### config.mk
export PLATFORM = sky130hd
export DESIGN_NAME = cordic_sin_cos_flat
export DESIGN_NICKNAME = d
export VERILOG_FILES = /design/src/rtl/cordic_sin_cos_if.sv /design/src/rtl/cordic_sin_cos.sv /design/src/flat_wrapper.sv
export SDC_FILE = /design/constraint.sdc
export NUM_CORES = 1
export LEC_CHECK = 0
export CORE_ASPECT_RATIO = 0.7
export CORE_MARGIN = 3
export CORE_UTILIZATION = 60
export CTS_CLUSTER_SIZE = 20
export DETAILED_ROUTE_END_ITERATION = 8
export GPL_TIMING_DRIVEN = 0
export PLACE_DENSITY = 0.78
export SYNTH_ARGS = -nofsm -noshare
export SYNTH_HDL_FRONTEND = slang
export SYNTH_SLANG_ARGS = --single-unit
### constraint.sdc
create_clock -name clk -period 8.9 [get_ports clk]
set_input_delay 1.335 -clock clk [delete_from_list [all_inputs] [get_ports clk]]
set_output_delay 1.335 -clock clk [all_outputs]
set_load 0.01 [all_outputs]
### src/rtl/cordic_sin_cos_if.sv
`default_nettype none
// ==========================================================================
// cordic_sin_cos_if : request/result bundle for the CORDIC sin/cos engine
// Revision 1.0
// ==========================================================================
interface cordic_sin_cos_if;
   logic               valid_in;
   logic        [31:0] angle_ieee754;
   logic signed [15:0] cos_q15;
   logic signed [15:0] sin_q15;
   logic               valid;

   modport master (
      output valid_in,
      output angle_ieee754,
      input  cos_q15,
      input  sin_q15,
      input  valid
   );

   modport slave (
      input  valid_in,
      input  angle_ieee754,
      output cos_q15,
      output sin_q15,
      output valid
   );
endinterface
`default_nettype wire

### src/rtl/cordic_sin_cos.sv
`default_nettype none
// ==========================================================================
// cordic_sin_cos : iterative CORDIC sin/cos of an IEEE-754 angle in degrees
// Revision 1.0
// ==========================================================================
module cordic_sin_cos #(
   parameter int ITER = 16
) (
   input  logic            clk,
   input  logic            rst,
   cordic_sin_cos_if.slave bus
);
   localparam int CW = (ITER > 1) ? $clog2(ITER) : 1;
   localparam logic [31:0] C_DEG90  = 32'd377487360;
   localparam logic [31:0] C_DEG180 = 32'd754974720;
   localparam logic [31:0] C_DEG270 = 32'd1132462080;
   localparam logic [31:0] C_DEG360 = 32'd1509949440;
   localparam logic [31:0] C_DEG720 = 32'd3019898880;
   localparam logic signed [19:0] C_XINIT = 20'sd79594;

   typedef enum logic [2:0] {
      S_IDLE    = 3'd0,
      S_CONVERT = 3'd1,
      S_REDUCE  = 3'd2,
      S_ITERATE = 3'd3,
      S_OUTPUT  = 3'd4
   } state_t;

   state_t             state_q, state_d;
   logic        [31:0] angle_q, angle_d;
   logic        [31:0] mag_q, mag_d;
   logic               neg_q, neg_d;
   logic               ovf_q, ovf_d;
   logic               ncos_q, ncos_d;
   logic signed [19:0] x_q, x_d, y_q, y_d;
   logic signed [31:0] z_q, z_d;
   logic     [CW-1:0]  it_q, it_d;
   logic signed [15:0] sin_q, sin_d, cos_q, cos_d;
   logic               valid_q, valid_d;

   // atan(2^-i) in degrees, 22 fractional bits
   function automatic logic signed [31:0] atan_lut(input logic [CW-1:0] i);
      int idx;
      idx = int'(i);
      case (idx)
         0:       return 32'sd188743680;
         1:       return 32'sd111421900;
         2:       return 32'sd58872272;
         3:       return 32'sd29884485;
         4:       return 32'sd15000234;
         5:       return 32'sd7507429;
         6:       return 32'sd3754631;
         7:       return 32'sd1877430;
         8:       return 32'sd938729;
         9:       return 32'sd469366;
         10:      return 32'sd234683;
         11:      return 32'sd117342;
         12:      return 32'sd58671;
         13:      return 32'sd29335;
         14:      return 32'sd14668;
         15:      return 32'sd7334;
         default: return 32'sd240315917 >>> idx;
      endcase
   endfunction

   function automatic logic signed [15:0] sat16(input logic signed [20:0] v);
      if (v > 21'sd32767)       return 16'sd32767;
      else if (v < -21'sd32768) return -16'sd32768;
      else                      return v[15:0];
   endfunction

   logic        [7:0]  w_exp;
   logic        [31:0] w_man, w_fix;
   logic               w_big;
   logic        [31:0] w_r1, w_r2;
   logic signed [31:0] w_theta;
   logic               w_ncos;
   logic signed [19:0] w_xs, w_ys;
   logic signed [20:0] w_xr, w_yr;

   always_comb begin
      w_exp = angle_q[30:23];
      w_man = {9'd1, angle_q[22:0]};
      w_big = (w_exp >= 8'd137);
      w_fix = '0;
      // value*2^22 = mantissa24 * 2^(exp-128); below exp 105 it truncates to zero
      if (!w_big && w_exp >= 8'd105) begin
         if (w_exp >= 8'd128) w_fix = w_man << (w_exp - 8'd128);
         else                 w_fix = w_man >> (8'd128 - w_exp);
      end

      w_r1 = (mag_q >= C_DEG720) ? mag_q - C_DEG720 : mag_q;
      w_r2 = (w_r1 >= C_DEG360) ? w_r1 - C_DEG360 : w_r1;
      w_ncos = 1'b0;
      if (w_r2 <= C_DEG90) begin
         w_theta = $signed(w_r2);
      end else if (w_r2 <= C_DEG270) begin
         w_theta = $signed(C_DEG180 - w_r2);
         w_ncos  = 1'b1;
      end else begin
         w_theta = $signed(w_r2 - C_DEG360);
      end

      w_xs = x_q >>> it_q;
      w_ys = y_q >>> it_q;
      w_xr = ($signed({x_q[19], x_q}) + 21'sd2) >>> 2;
      w_yr = ($signed({y_q[19], y_q}) + 21'sd2) >>> 2;
   end

   always_comb begin
      state_d = state_q;
      angle_d = angle_q;
      mag_d   = mag_q;
      neg_d   = neg_q;
      ovf_d   = ovf_q;
      ncos_d  = ncos_q;
      x_d     = x_q;
      y_d     = y_q;
      z_d     = z_q;
      it_d    = it_q;
      sin_d   = sin_q;
      cos_d   = cos_q;
      valid_d = 1'b0;
      case (state_q)
         S_IDLE: begin
            if (bus.valid_in) begin
               angle_d = bus.angle_ieee754;
               state_d = S_CONVERT;
            end
         end
         S_CONVERT: begin
            mag_d   = w_fix;
            neg_d   = angle_q[31];
            ovf_d   = w_big;
            state_d = S_REDUCE;
         end
         S_REDUCE: begin
            x_d     = C_XINIT;
            y_d     = '0;
            z_d     = w_theta;
            ncos_d  = w_ncos;
            it_d    = '0;
            state_d = S_ITERATE;
         end
         S_ITERATE: begin
            if (!z_q[31]) begin
               x_d = x_q - w_ys;
               y_d = y_q + w_xs;
               z_d = z_q - atan_lut(it_q);
            end else begin
               x_d = x_q + w_ys;
               y_d = y_q - w_xs;
               z_d = z_q + atan_lut(it_q);
            end
            it_d = it_q + 1'b1;
            if (it_q == CW'(ITER - 1)) state_d = S_OUTPUT;
         end
         S_OUTPUT: begin
            if (ovf_q) begin
               sin_d = 16'sd0;
               cos_d = 16'sd32767;
            end else begin
               cos_d = sat16(ncos_q ? -w_xr : w_xr);
               sin_d = sat16(neg_q ? -w_yr : w_yr);
            end
            valid_d = 1'b1;
            state_d = S_IDLE;
         end
         default: state_d = S_IDLE;
      endcase
   end

   always_ff @(posedge clk) begin
      if (rst) begin
         state_q <= S_IDLE;
         angle_q <= '0;
         mag_q   <= '0;
         neg_q   <= 1'b0;
         ovf_q   <= 1'b0;
         ncos_q  <= 1'b0;
         x_q     <= '0;
         y_q     <= '0;
         z_q     <= '0;
         it_q    <= '0;
         sin_q   <= '0;
         cos_q   <= '0;
         valid_q <= 1'b0;
      end else begin
         state_q <= state_d;
         angle_q <= angle_d;
         mag_q   <= mag_d;
         neg_q   <= neg_d;
         ovf_q   <= ovf_d;
         ncos_q  <= ncos_d;
         x_q     <= x_d;
         y_q     <= y_d;
         z_q     <= z_d;
         it_q    <= it_d;
         sin_q   <= sin_d;
         cos_q   <= cos_d;
         valid_q <= valid_d;
      end
   end

   assign bus.sin_q15 = sin_q;
   assign bus.cos_q15 = cos_q;
   assign bus.valid   = valid_q;
endmodule
`default_nettype wire

### src/flat_wrapper.sv
// flat-port wrapper written by rule: the top's interface ports become plain ports
module cordic_sin_cos_flat 
#(
   parameter int ITER = 16
)
  (clk, rst, bus_valid_in, bus_angle_ieee754, bus_cos_q15, bus_sin_q15, bus_valid);
  cordic_sin_cos_if bus_i ();
  input  logic clk;
  input  logic rst;
  input wire logic [$bits(bus_i.valid_in)-1:0] bus_valid_in;
  input wire logic [$bits(bus_i.angle_ieee754)-1:0] bus_angle_ieee754;
  output wire logic [$bits(bus_i.cos_q15)-1:0] bus_cos_q15;
  output wire logic [$bits(bus_i.sin_q15)-1:0] bus_sin_q15;
  output wire logic [$bits(bus_i.valid)-1:0] bus_valid;
  assign bus_i.valid_in = bus_valid_in;
  assign bus_i.angle_ieee754 = bus_angle_ieee754;
  assign bus_cos_q15 = bus_i.cos_q15;
  assign bus_sin_q15 = bus_i.sin_q15;
  assign bus_valid = bus_i.valid;
  cordic_sin_cos #(.ITER(ITER)) u_core (.clk(clk), .rst(rst), .bus(bus_i));
endmodule
==> out/results.ini <==
[final_layout]
drive_gt1_share_pct = 6.78
final_nets = 2828
diodes = 0
syn_to_final_growth_pct = 10.2
finish.utilization_pct = 68.5

[worst_setup_path]
critPathMaxFanout = 10
critPathLaunchType = register
required_ns = 9.29
worst-endpoint-arrival_ns = 6.98
end_kind = register
critPathKind = register to register
rrSetupSlack_ns = 2.30

[cts]
holdBufCountCts = 0
clockBufferDepth = 3
cts_sinks = 207
post_cts_buffers = 0
clk_pin_slew_ns = 0.06
cts_root_buf = clkbuf_16
cts-resized-gates = 0
cts_tree = yes
h-tree-depth = 1
clkLatencyLatePin_ns = 0.55
cts_buffers = 24

[floorplan]
coreArea_um2 = 31800
ios = 68
start_util_pct = 62.2
die_x_um = 223
die-area_um2 = 35100
dieHeight_um = 158
fp-row-count = 54

[job]
maxCapViolations = 0

[route]
via_per_inst = 6.92
num_vias = 21700
drtPass1Iterations = 9
wirelength_mm = 72.8
drtIter0Drc = 3042
drc = 0
ant_nets = 0
wl_per_cell_um = 23.2

[sta]
fin_worst_skew_ns = 0.0189
final.period_utilization_pct = 74.1
max_freq_ghz = 0.152
maxSlewHeadroom_pct = 28.9
period_needed_ns = 6.60
setup-violations-final = 0
grt_setup_unrepaired = false
holdWs_ns = 0.483
finalHoldViolCount = 0
tightest_slew_ns = 1.06
finalMaxSlewViolations = 0
fin_tns_setup_ns = 0

[global_routing]
grt_pass1_vias = 19400
grt_pass1_wl_mm = 111
grt.total_usage_pct = 39.7
grt_max_degree = 14
antenna_found_initial = 0
grt-ovfl-total = 0

[status]
outcome = finished clean

[placement]
gp_congestion = 1.07
port_buffers = 67
dp_hpwl_mm = 56.0

[power_and_ir_drop]
leakage_nw = 8.40
finalPower_mw = 3.47
power.density_nw_per_um2 = 159
peakVddDrop_v = 0.000170

[synthesis]
syn_area_um2 = 19700
synth.avg_cell_area_um2 = 7.58
syn-instance-count = 2606
synth_ff_type = dfxtp_1
synth_cell_types = 94
synth-seq-cells = 207
synth-edff-count = 0
yosysWarnings = 0
syn_nets = 2735
ys_seq_area_share_pct = 21.0
synth-async-reset-ratio_pct = 0

[hold_path]
holdCritPathClass = register to register

==> placed cells by master, fill, tap and decap left out, types with 58 or more instances in the layout <==
cell             count
nor2_1             276
nand2_1            273
a21oi_1            225
dfxtp_1            207
o21ai_0            174
clkbuf_1           146
xnor2_1            123
xor2_1             104
ha_1                91
nor3_1              67
clkdlybuf4s50_1     67
inv_1               61
a22oi_1             59
nand3_1             58
==> per-layer routing <==
metal | GRT usage (%) | share of wire (%) | vias to the layer above
met5 | 0 | 0 | -
met3 | 14.4 | 16 | 165
li1 | - | - | 9730
met4 | 9.01 | 2.6 | 0
met2 | 54.1 | 38 | 1610
met1 | 59.3 | 44 | 10200
==> Yosys cell counts, types with 23 or more instances <==
| master | count | area (um2) |
|---|---|---|
| nor2_1 | 276 | 1040 |
| nand2_1 | 273 | 1020 |
| a21oi_1 | 225 | 1130 |
| dfxtp_1 | 207 | 4140 |
| o21ai_0 | 174 | 871 |
| clkbuf_1 | 145 | 544 |
| xnor2_1 | 123 | 1080 |
| xor2_1 | 104 | 911 |
| ha_1 | 91 | 1140 |
| nor3_1 | 67 | 335 |
| inv_1 | 61 | 229 |
| a22oi_1 | 59 | 443 |
| nand3_1 | 58 | 290 |
| mux2i_1 | 57 | 571 |
| mux4_2 | 55 | 1240 |
| a31oi_1 | 38 | 238 |
| nor2b_1 | 35 | 219 |
| or3_1 | 33 | 206 |
| o22ai_1 | 32 | 200 |
| a211oi_1 | 27 | 203 |
| a21o_1 | 27 | 203 |
| nand2b_1 | 27 | 169 |
| and3_1 | 26 | 163 |
| buf_1 | 23 | 86.3 |
| o31ai_1 | 23 | 173 |
==> final cells by class <==
type	instances	area [um2]
multi-input combinational	2144	14600
timing repair buffer	67	671
fill	2759	10000
clock buffer	27	643
tap	420	526
buffer	190	769
sequential	207	4140
clock inverter	15	166
inverter	65	244
==> critical path: stages, from the launching register on <==
cell and delay, ns:
dfxtp_1 0.35, buf_2 0.32, buf_2 0.35, buf_1 0.57, mux4_2 0.43, a22oi_1 0.21
o21ai_0 0.21, inv_1 0.11, ha_1 0.19, and3_1 0.15, clkbuf_1 0.25, a21oi_1 0.13
xnor2_1 0.21, ha_1 0.38, inv_1 0.08, o41ai_1 0.61, nand3_1 0.18, nand3_1 0.10
o311ai_0 0.24, o2111a_1 0.36, o31ai_1 0.51, xnor2_1 0.20, mux2i_1 0.22, a21oi_1 0.08
==> kinds of logic (layout without fill, tap and decap cells) <==
family,count (synthesis),count (layout),share of synthesized area (%)
and+or+nand+nor,898,898,21.3
AOI/OAI and AO/OA,790,790,25.9
buffers and inverters,255,364,5.13
xor gates and xnor gates,227,227,10.1
DFF,207,207,21.0
muxes,134,134,10.4
adders and majority gates,95,95,6.12
==> final timing paths <==
kind / start / to / depth (start not counted)
hold reg to reg: u_core.angle_q[31]$_SDFFE_PP0P_ / u_core.angle_q[31]$_SDFFE_PP0P_ / 2
setup / recovery: u_core.it_q[1]$_SDFFE_PP0N_ / u_core.x_q[19]$_SDFFE_PP0N_ / 23
hold / removal: u_core.angle_q[31]$_SDFFE_PP0P_ / u_core.angle_q[31]$_SDFFE_PP0P_ / 2
setup reg to reg: u_core.it_q[1]$_SDFFE_PP0N_ / u_core.x_q[19]$_SDFFE_PP0N_ / 23
==> metrics by stage <==
step	instance area (um2)	worst slack [ns]	instances
5_1_grt	21800	1.99	3135
3_5_place_dp	20900	2.62	3093
2_1_floorplan	19700	4.10	2606
4_1_cts	21700	2.60	3135
3_3_place_gp	20900	2.71	3093
6_report	21800	2.30	3135
==> where the power goes <==
part	internal, mW	switching, mW	total [mW]
sequential	0.967	0.0518	1.02
clock	0.609	0.446	1.06
combinational	0.523	0.868	1.39
No activity file was read; power rests on OpenSTA's default activity.
